### src/rtl/ray_sched_pkg.sv
// rtl/ray_sched_pkg.sv - shared types for the ray scheduler
package ray_sched_pkg;

   localparam int RAY_W    = 192;
   localparam int ID_MAX_W = 32;

   typedef logic [RAY_W-1:0] ray_t;

   typedef enum logic [1:0] {IDLE, RUN, DONE} unit_state_t;

   // Tag is stored zero-extended to the widest supported ID; the top slices ID_W back out.
   typedef struct packed {
      logic [ID_MAX_W-1:0] id;
      logic                hit;
      logic [31:0]         t;
      logic [31:0]         tri_index;
   } result_t;

endpackage

### src/rtl/rr_arbiter.sv
// rtl/rr_arbiter.sv - round-robin arbiter; pointer moves one past the winner on advance
module rr_arbiter #(
   parameter  int N     = 4,
   localparam int IDX_W = (N > 1) ? $clog2(N) : 1
) (
   input  logic             clk,
   input  logic             reset,
   input  logic [N-1:0]     req_i,
   input  logic             advance_i,
   output logic [N-1:0]     grant_o,
   output logic [IDX_W-1:0] grant_idx_o,
   output logic             any_o
);

   logic [IDX_W-1:0] ptr_q;
   logic [IDX_W-1:0] ptr_d;
   logic [IDX_W-1:0] cand;
   int               j;

   // Scan from the farthest offset back to the pointer so the nearest request wins last.
   always_comb begin
      grant_o     = '0;
      grant_idx_o = '0;
      any_o       = 1'b0;
      j           = 0;
      cand        = '0;
      for (int i = N - 1; i >= 0; i--) begin
         j = int'(ptr_q) + i;
         if (j >= N) begin
            j = j - N;
         end
         cand = IDX_W'(j);
         if (req_i[cand]) begin
            grant_o       = '0;
            grant_o[cand] = 1'b1;
            grant_idx_o   = cand;
            any_o         = 1'b1;
         end
      end
   end

   always_comb begin
      ptr_d = ptr_q;
      if (advance_i && any_o) begin
         ptr_d = (int'(grant_idx_o) == N - 1) ? '0 : grant_idx_o + IDX_W'(1);
      end
   end

   always_ff @(posedge clk) begin
      if (reset) begin
         ptr_q <= '0;
      end else begin
         ptr_q <= ptr_d;
      end
   end

endmodule

### src/rtl/ray_scheduler.sv
// rtl/ray_scheduler.sv - dispatches tagged rays to parallel intersection units
// Per-unit IDLE/RUN/DONE slots with round-robin dispatch and round-robin result return.
module ray_scheduler
   import ray_sched_pkg::*;
#(
   parameter int NUM_UNITS = 4,
   parameter int ID_W      = 16
) (
   input  logic                       clk,
   input  logic                       reset,
   input  logic                       i_valid,
   output logic                       o_ready,
   input  logic [RAY_W-1:0]           i_ray,
   input  logic [ID_W-1:0]            i_ray_id,
   input  logic [31:0]                cfg_baseaddr,
   input  logic [31:0]                cfg_tri_cnt,
   output logic [NUM_UNITS-1:0]       o_unit_ivalid,
   output logic [NUM_UNITS*RAY_W-1:0] o_unit_ray,
   output logic [NUM_UNITS*32-1:0]    o_unit_baseaddr,
   output logic [NUM_UNITS*32-1:0]    o_unit_tri_cnt,
   input  logic [NUM_UNITS-1:0]       i_unit_finish,
   input  logic [NUM_UNITS-1:0]       i_unit_hit,
   input  logic [NUM_UNITS*32-1:0]    i_unit_t,
   input  logic [NUM_UNITS*32-1:0]    i_unit_tri_index,
   output logic                       o_valid,
   input  logic                       i_ready,
   output logic [ID_W-1:0]            o_ray_id,
   output logic                       o_hit,
   output logic [31:0]                o_t,
   output logic [31:0]                o_tri_index,
   output logic                       o_busy,
   output logic                       o_err
);

   localparam int IDX_W = (NUM_UNITS > 1) ? $clog2(NUM_UNITS) : 1;

   unit_state_t          state_q [NUM_UNITS];
   unit_state_t          state_d [NUM_UNITS];
   ray_t                 ray_q   [NUM_UNITS];
   ray_t                 ray_d   [NUM_UNITS];
   logic [31:0]          base_q  [NUM_UNITS];
   logic [31:0]          base_d  [NUM_UNITS];
   logic [31:0]          cnt_q   [NUM_UNITS];
   logic [31:0]          cnt_d   [NUM_UNITS];
   result_t              res_q   [NUM_UNITS];
   result_t              res_d   [NUM_UNITS];
   logic [NUM_UNITS-1:0] ivalid_q, ivalid_d;
   result_t              out_q, out_d;
   logic                 valid_q, valid_d;
   logic                 err_q, err_d;

   logic [NUM_UNITS-1:0] idle_vec, done_vec;
   logic [NUM_UNITS-1:0] disp_gnt, res_gnt;
   logic [IDX_W-1:0]     disp_idx, res_idx;
   logic                 disp_any, res_any;
   logic                 accept, load;
   logic                 unused_ok;

   always_comb begin
      idle_vec = '0;
      done_vec = '0;
      for (int k = 0; k < NUM_UNITS; k++) begin
         idle_vec[k] = (state_q[k] == IDLE);
         done_vec[k] = (state_q[k] == DONE);
      end
   end

   rr_arbiter #(.N(NUM_UNITS)) u_disp_arb (
      .clk         (clk),
      .reset       (reset),
      .req_i       (idle_vec),
      .advance_i   (accept),
      .grant_o     (disp_gnt),
      .grant_idx_o (disp_idx),
      .any_o       (disp_any)
   );

   rr_arbiter #(.N(NUM_UNITS)) u_res_arb (
      .clk         (clk),
      .reset       (reset),
      .req_i       (done_vec),
      .advance_i   (load),
      .grant_o     (res_gnt),
      .grant_idx_o (res_idx),
      .any_o       (res_any)
   );

   assign o_ready = !reset && disp_any;
   assign accept  = i_valid && o_ready;
   assign load    = (!valid_q || i_ready) && res_any;

   always_comb begin
      state_d  = state_q;
      ray_d    = ray_q;
      base_d   = base_q;
      cnt_d    = cnt_q;
      res_d    = res_q;
      ivalid_d = '0;
      err_d    = err_q;
      for (int k = 0; k < NUM_UNITS; k++) begin
         if (i_unit_finish[k] && state_q[k] != RUN) begin
            err_d = 1'b1;
         end
         case (state_q[k])
            IDLE: begin
               if (accept && disp_gnt[k]) begin
                  ray_d[k]           = i_ray;
                  base_d[k]          = cfg_baseaddr;
                  cnt_d[k]           = cfg_tri_cnt;
                  res_d[k].id        = ID_MAX_W'(i_ray_id);
                  res_d[k].hit       = 1'b0;
                  res_d[k].t         = '0;
                  res_d[k].tri_index = '0;
                  // An empty triangle list has a known miss result; skip the unit entirely.
                  if (cfg_tri_cnt == '0) begin
                     state_d[k] = DONE;
                  end else begin
                     state_d[k]  = RUN;
                     ivalid_d[k] = 1'b1;
                  end
               end
            end
            RUN: begin
               if (i_unit_finish[k]) begin
                  state_d[k]         = DONE;
                  res_d[k].hit       = i_unit_hit[k];
                  res_d[k].t         = i_unit_t[32*k +: 32];
                  res_d[k].tri_index = i_unit_tri_index[32*k +: 32];
               end
            end
            DONE: begin
               if (load && res_gnt[k]) begin
                  state_d[k] = IDLE;
               end
            end
            default: state_d[k] = IDLE;
         endcase
      end
   end

   always_comb begin
      valid_d = valid_q;
      out_d   = out_q;
      if (!valid_q || i_ready) begin
         valid_d = res_any;
         if (res_any) begin
            out_d = res_q[res_idx];
         end
      end
   end

   always_ff @(posedge clk) begin
      if (reset) begin
         for (int k = 0; k < NUM_UNITS; k++) begin
            state_q[k] <= IDLE;
            ray_q[k]   <= '0;
            base_q[k]  <= '0;
            cnt_q[k]   <= '0;
            res_q[k]   <= '0;
         end
         ivalid_q <= '0;
         out_q    <= '0;
         valid_q  <= 1'b0;
         err_q    <= 1'b0;
      end else begin
         state_q  <= state_d;
         ray_q    <= ray_d;
         base_q   <= base_d;
         cnt_q    <= cnt_d;
         res_q    <= res_d;
         ivalid_q <= ivalid_d;
         out_q    <= out_d;
         valid_q  <= valid_d;
         err_q    <= err_d;
      end
   end

   always_comb begin
      o_unit_ray      = '0;
      o_unit_baseaddr = '0;
      o_unit_tri_cnt  = '0;
      for (int k = 0; k < NUM_UNITS; k++) begin
         o_unit_ray[RAY_W*k +: RAY_W] = ray_q[k];
         o_unit_baseaddr[32*k +: 32]  = base_q[k];
         o_unit_tri_cnt[32*k +: 32]   = cnt_q[k];
      end
   end

   assign o_unit_ivalid = ivalid_q;
   assign o_valid       = valid_q;
   assign o_ray_id      = out_q.id[ID_W-1:0];
   assign o_hit         = out_q.hit;
   assign o_t           = out_q.t;
   assign o_tri_index   = out_q.tri_index;
   assign o_busy        = !(&idle_vec) || valid_q;
   assign o_err         = err_q;
   assign unused_ok     = ^{disp_idx, out_q.id};

endmodule
### config.mk
export PLATFORM = sky130hd
export DESIGN_NAME = ray_scheduler
export DESIGN_NICKNAME = d
export VERILOG_FILES = /design/src/rtl/ray_sched_pkg.sv /design/src/rtl/rr_arbiter.sv /design/src/rtl/ray_scheduler.sv
export SDC_FILE = /design/constraint.sdc
export NUM_CORES = 2
export LEC_CHECK = 0
export ABC_AREA = 1
export CAP_MARGIN = 20
export CORE_AREA = 2 2 636 638
export CTS_BUF_LIST = sky130_fd_sc_hd__clkbuf_4
export CTS_CLUSTER_DIAMETER = 60
export DETAILED_ROUTE_END_ITERATION = 8
export DIE_AREA = 0 0 638 640
export GPL_TIMING_DRIVEN = 0
export PLACE_DENSITY = 0.41
export SETUP_SLACK_MARGIN = 0.2
export SKIP_LAST_GASP = 1
export SYNTH_ARGS = -nofsm -noshare
export SYNTH_HDL_FRONTEND = slang
export SYNTH_HIERARCHICAL = 1
export SYNTH_SLANG_ARGS = --single-unit
### constraint.sdc
create_clock -name clk -period 2.4 [get_ports clk]
set_input_delay 0.24 -clock clk [delete_from_list [all_inputs] [get_ports clk]]
set_output_delay 0.24 -clock clk [all_outputs]
set_load 0.05 [all_outputs]
# --- Yosys cells after proc, flatten, opt, wreduce, memory -nomap -nowiden ---
# Cells that the tools add are included.
op_classes:
  addsub: 16
  n_lt_le_gt_ge: 25
  n_eq_ne: 26
  muxes: 103
  n_bitwise: 9
  n_reduce_logical: 58
op_table:
  columns: ["cell", "n"]
  rows:
  - ["$mux W65", 8]
  - ["$pmux W65 S2", 4]
  - ["$bmux W97 S2", 1]
  - ["$mux W81", 2]
  - ["$mux W2", 31]
  - ["$logic_not A32 Y1", 1]
  - ["$mux W4", 8]
  - ["$mux W1", 29]
  - ["$logic_and A1 B1 Y1", 25]
  - ["$lt A2 B3 Y1 const B", 8]
  - ["$ne A2 B2 Y1 const B", 12]
  - ["$pmux W2 S3", 4]
  - ["$reduce_and A3 Y1", 8]
  - ["$ge A3 B3 Y1 const B", 7]
  - ["$bmux W1 S2", 8]
  - ["$demux W1 S2", 8]
  - ["$ge A2 B1 Y1 const B", 8]
  - ["$sub A2 B1 Y2 const B", 8]
  - ["$add A2 B2 Y3 const B", 4]
  - ["$eq A2 B1 Y1 const B", 6]
  - ["$reduce_or A3 Y1", 4]
  - ["$reduce_and A2 Y1", 5]
  - ["$eq A2 B2 Y1 const B", 4]
  - ["$logic_not A2 Y1", 4]
  - ["other kinds (11)", 30]
totals:
  ff_bits: 1447
  inputBits: 540
  output_inout_bits: 1113
  word_cells: 281

# --- Logic depth before layout (Yosys ltp) ---
logic_depth:
  depth_word: 14
  ltp_mapped: 20
  mapped_depth_nobuf: 19

# --- Cells and area by module ---
# The synthesis kept the hierarchy.
by_module_without_submodules:
  columns: ["mod", "instances", "cells_per_inst", "area_per_inst_um2", "seq_area_each_um2"]
  rows:
  - ["ray_scheduler", 1, 6901, 52689.3, 28887.7]
  - ["rr_arbiter (u_res_arb)", 1, 103, 628.1, 40.0]
  - ["rr_arbiter (u_disp_arb)", 1, 102, 585.6, 40.0]

# --- Worst setup path before layout ---
# OpenSTA, ideal clock, no wires.
synth_timing:
  path_type: "reg-to-reg"
  from: "register u_disp_arb.ptr_q[0]"
  to: "register base_q (netlist bit o_unit_baseaddr[86])"
  arrival_time_ns: 2.650
  t_required_ns: 2.284
  slack_ns: -0.366
  stages_incl_launch_ff: 18
  path_cell_list: "dfxtp_1 > inv_2 > ha_1 > inv_1 > nand3_2 > nand2_4 > nor2_2 > nand2_2 > inv_1 > nor2_4 > nand2_2 > inv_4 > nand3_2 > buf_6 > buf_4 > clkbuf_1 > o21ai_0 > nor2_1"
synth_via:
  elab_chain_len: 13
  elab_cells_between_ends: 55
  classes_between: "add/sub: 7; order compare: 12; mux: 28; reduce/logical: 8"
synth_lines:
  columns: ["item", "line_no", "text"]
  rows:
  - ["start, declared", "rr_arbiter.sv:15", "logic [IDX_W-1:0] ptr_q;"]
  - ["start signal, assigned", "rr_arbiter.sv:53", "ptr_q <= ptr_d;"]
  - ["$add A2 B2 Y3", "rr_arbiter.sv:28", "j = int'(ptr_q) + i;"]
  - ["$ge A3 B3 Y1 / $sub A2 B1 Y2 (equally long branches)", "rr_arbiter.sv:29, rr_arbiter.sv:30", null]
  - ["$mux W2", "rr_arbiter.sv:29", "if (j >= N) begin"]
  - ["$bmux W1 S2", "rr_arbiter.sv:33", "if (req_i[cand]) begin"]
  - ["$mux W1 (not written as such)", "rr_arbiter.sv:33", null]
  - ["$mux W1 (3 in a row)", "rr_arbiter.sv:33", null]
  - ["$mux W1 (*)", "rr_arbiter.sv:33", null]
  - ["net disp_any", "ray_scheduler.sv:55", "logic disp_any, res_any;"]
  - ["$logic_and A1 B1 Y1 (*)", "ray_scheduler.sv:88", "assign o_ready = !reset && disp_any;"]
  - ["net o_ready", "ray_scheduler.sv:12", "output logic o_ready,"]
  - ["$logic_and A1 B1 Y1 (*)", "ray_scheduler.sv:89", "assign accept = i_valid && o_ready;"]
  - ["net accept", "ray_scheduler.sv:56", "logic accept, load;"]
  - ["$logic_and A1 B1 Y1 (*)", "ray_scheduler.sv:106", "if (accept && disp_gnt[k]) begin"]
  - ["$reduce_and A2 Y1 (no line) (*)", null, null]
  - ["end signal, assigned", "ray_scheduler.sv:168", "base_q <= base_d;"]
  - ["end, declared", "ray_scheduler.sv:41", "logic [31:0] base_q [NUM_UNITS];"]
# The timed path passes the listed nets; every way through them passes the cells marked *. The select of a mux whose other input is x is not followed.
# A chain may end at the register's enable or synchronous reset.

# --- Worst setup path after layout ---
layout_timing:
  from: "register ivalid_q[0], in the netlist o_unit_ivalid[0]"
  to: "output port o_unit_ivalid[0]"
layout_lines:
  columns: ["item", "line_no", "text"]
  rows:
  - ["start, declared", "ray_scheduler.sv:47", "logic [NUM_UNITS-1:0] ivalid_q, ivalid_d;"]
  - ["start signal, assigned", "ray_scheduler.sv:171", "ivalid_q <= ivalid_d;"]
  - ["end, declared", "ray_scheduler.sv:17", "output logic [NUM_UNITS-1:0] o_unit_ivalid,"]
# No word-level cell between the ends.

==> reports/metrics.yaml <==
final_layout:
  layout.area.seq_sq_mm: 0.02899
  layout_commonest_cell: "nor2_1"
  mostFrequentLayoutCells: "nor2_1 (2632), clkdlybuf4s50_1 (1602), dfxtp_1 (1438)"
  flow.area_growth_from_synthesis_pct: 79.31
  finalNetCount: 10810
  post_route_cells_drive_above_1_share: 0.1286
  final.fill_count: 44610
  multi_input_area_sq_mm: 0.02282
  layout.cell_area.non_filler_sq_mm: 0.09665
clock_network:
  cts_num_sinks: 1447
  clockRootBuffer: "clkbuf_4"
  clock_transition_at_the_registers_of_the_reported_paths_ns: 0.06
  clkLatencyLatePin_ns: 1.59
  cts-htree-levels: 5
  tritoncts: "done"
  cts_buffers: 440
  clk_path_buf_depth: 4
synth:
  netlist_instances: 7106
  mappedNetlistArea_sq_mm: 0.05390
  postSynthRegisterBits: 1447
  part_of_the_yosys_area_used_for_sequential_elements: 0.5374
  yosysUniqueCellTypes: 31
  synth_area_per_cell_sq_um: 7.586
  synth_nets: 7662
  synthesis.yosys.warnings: 6
sta:
  timing_hold_violations_final: 0
  finalWorstSetupSlack_ns: -0.8362
  report.final.setup_viol: 2555
  post-route-min-period_ns: 3.236
  post-route-period-util: 1.348
  clock_skew_ns: 0.2338
  worst_slew_margin_rel: 0.1956
  rsz0062_at_grt: "yes"
  timing_max_transition_violations_final: 0
  max_clock_freq_mhz: 309.0
  max_slew.worst_pin.slew_ns: 1.207
detailed_routing:
  detail-route-antenna-nets: 0
  drt-total-wl_um: 434500
  number_of_violations_reported_at_the_end_of_detailed_routing_iteration_0: 4524
  drt_drc_violations_left: 0
  wire_per_inst_um: 27.28
  detail_route.first_pass.iterations: 6
  via_count: 63500
  route.detailed.vias_per_inst: 3.986
floorplan:
  fp.dieH_um: 640
  boundaryPins: 1653
  overall_die_area_sq_mm: 0.4083
  placementRows: 233
  initial_utilization: 0.1343
  die_w_um: 638
  fp.coreArea_sq_mm: 0.4014
min_path:
  holdCritPathClass: "in -> reg"
placed_design:
  gp_congestion: 0.8948
  dpl.hpwl_um: 343800
  placement.cell_area_sq_mm: 0.07816
  buffers_added_on_ports: 1652
global_routing:
  number_of_antenna_violations_at_the_first_check_in_global_routing: 121
  wire_length_of_the_first_global_routing_pass_um: 555000
  grt_pass1_vias: 61520
  grt_overflow_total: 0
  global_route.usage.total: 0.2002
  pin_count_of_the_biggest_net_entering_global_routing: 19
critical_path:
  timing.critical_path.from: "o_unit_ivalid[0]"
  worst_setup_path_end_kind: "output port"
  crit_chain: "clkdlybuf4s50_1"
  worst_path_dominant_cell_family: "buffers and inverters"
  crit_slowest_cell: "clkdlybuf4s50_1"
  largest_driver_fanout_on_the_critical_path: 1
  regToRegStartpoint: "u_disp_arb/ptr_q[1]"
  setup_slack_reg_to_reg_ns: -0.83
  setup.worst_path.start_class: "flip-flop"
  classification_of_the_worst_setup_path: "reg -> out"
  critical_path.reg2reg.endpoint: "o_unit_ray[75]"
  highest_cell_delay_on_the_worst_timing_path_ns: 1.18
  cp.arrival_ns: 3.00
  ff2ff_path_depth: 19
  critical_path_depth_in_cells: 1
  cp_num_buf_inv: 1
  critPathRequiredTime_ns: 2.16
  endpoint: "o_unit_ivalid[0]"
run_status:
  violations_in_the_final_reports: "setup timing"
  run_status: "complete, but fails checks"
power_and_ir_drop:
  leakage_nw: 36.26
  design_power_total_mw: 71.33
  peakVddDrop_mv: 0.3316
  power_density_over_the_cells_mw_per_mm2: 738.0
job:
  max_cap_violations: 0
==> cells in the mapped netlist <==
cell	n	area, sq um
inv_4	3	18.77
nor3_1	2	10.01
clkbuf_1	337	1265
nor2_4	4	45.04
o21ai_2	1	8.760
nand4_1	1	6.260
buf_6	8	90.09
inv_2	12	45.04
inv_1	131	491.7
nand2_4	6	67.56
nor2_2	6	37.54
inv_6	1	8.760
nand3_1	267	1336
and2_1	1	6.260
nand3_2	10	100.1
o21ai_1	152	760.7
ha_1	16	200.2
nor2_1	2676	10040
and3_1	1	6.260
o32ai_1	81	709.4
buf_1	21	78.83
o21ai_0	1186	5936
a21oi_1	288	1441
buf_2	102	510.5
o22ai_1	2	12.51
a21oi_2	1	8.760
and2_4	1	8.760
buf_4	95	713.2
dfxtp_1	1447	28970
nand2_2	16	100.1
nand2_1	231	867.1
==> kinds of logic after synthesis <==
family	after synthesis	share of synthesized area
AO/OA/AOI/OAI	1711	0.1647
flip-flops	1447	0.5374
adder cells (fa/ha/maj)	16	0.003714
AND/OR/NAND/NOR	3222	0.2344
buffers and inverters	710	0.05977
==> registers in the layout, indices dropped and copies added (netlist names) <==
| signal | flops |
|---|---|
| u_disp_arb/ptr_q | 2 |
| o_unit_ivalid | 4 |
| o_hit | 1 |
| o_tri_index | 32 |
| u_res_arb/ptr_q | 2 |
| o_t | 32 |
| o_unit_ray | 768 |
| o_unit_tri_cnt | 128 |
| o_unit_baseaddr | 128 |
| state_q | 8 |
| o_err | 1 |
| res_q | 324 |
| o_valid | 1 |
| o_ray_id | 16 |
==> report_power, final <==
| group | switching [mW] | internal, mW | leakage, nW |
|---|---|---|---|
| clock | 12.6 | 12.5 | 3.28 |
| combinational | 12.9 | 6.64 | 21.2 |
| sequential | 1.01 | 25.7 | 11.8 |
==> timing repair <==
item,4_1_cts,5_1_grt
resized for setup,247,477
buffers inserted,16,61
pin swaps,14,28
hold endpoints to repair,1363,0
hold buffers,932,0
cloned,1,19
endpoints found under the setup margin,2558,2557
==> per-layer routing <==
metal,wire (um),up-vias,global-route usage
li1,-,29860,-
met1,183100,30320,0.2439
met2,198900,2636,0.3285
met3,34510,679,0.06100
met4,17890,14,0.07740
met5,89,-,0
==> metrics by stage <==
step	setup TNS [ns]	utilization	hold slack, ns	setup WS [ns]	cells
global placement	-1957.78	0.1939	0.4510	-3.665	14050
CTS	-1658.13	0.2335	-0.03592	-1.012	15780
finish	-1132.46	0.2408	0.1408	-0.8362	15930
floorplan	-13.51	-	0.3017	-0.08864	7106
global route	-1537.06	0.2406	0.06337	-0.9755	15900
detailed placement	-1629.40	0.1947	0.4541	-2.155	14060
==> layout make-up <==
cell class | instances | area share
timing repair buffer | 2708 | 0.2865
tap | 5287 | 0.06844
clock inverter | 119 | 0.006240
inverter | 147 | 0.006926
antenna | 61 | 0.001579
clock buffer | 650 | 0.05049
buffer | 563 | 0.04379
sequential | 1447 | 0.2999
multi-input combinational | 4949 | 0.2361
==> worst min-delay path by stage <==
stage / startpoint / to / depth (start not counted)
floorplan: reset / u_res_arb/ptr_q[0] / 1
finish: i_unit_tri_index[7] / res_q[298] / 4
global placement: res_q[157] / res_q[157] / 2
CTS: reset / u_disp_arb/ptr_q[1] / 9
detailed placement: res_q[143] / res_q[143] / 2
global route: i_unit_tri_index[76] / res_q[109] / 4
Power figures use the tool's default switching activity.
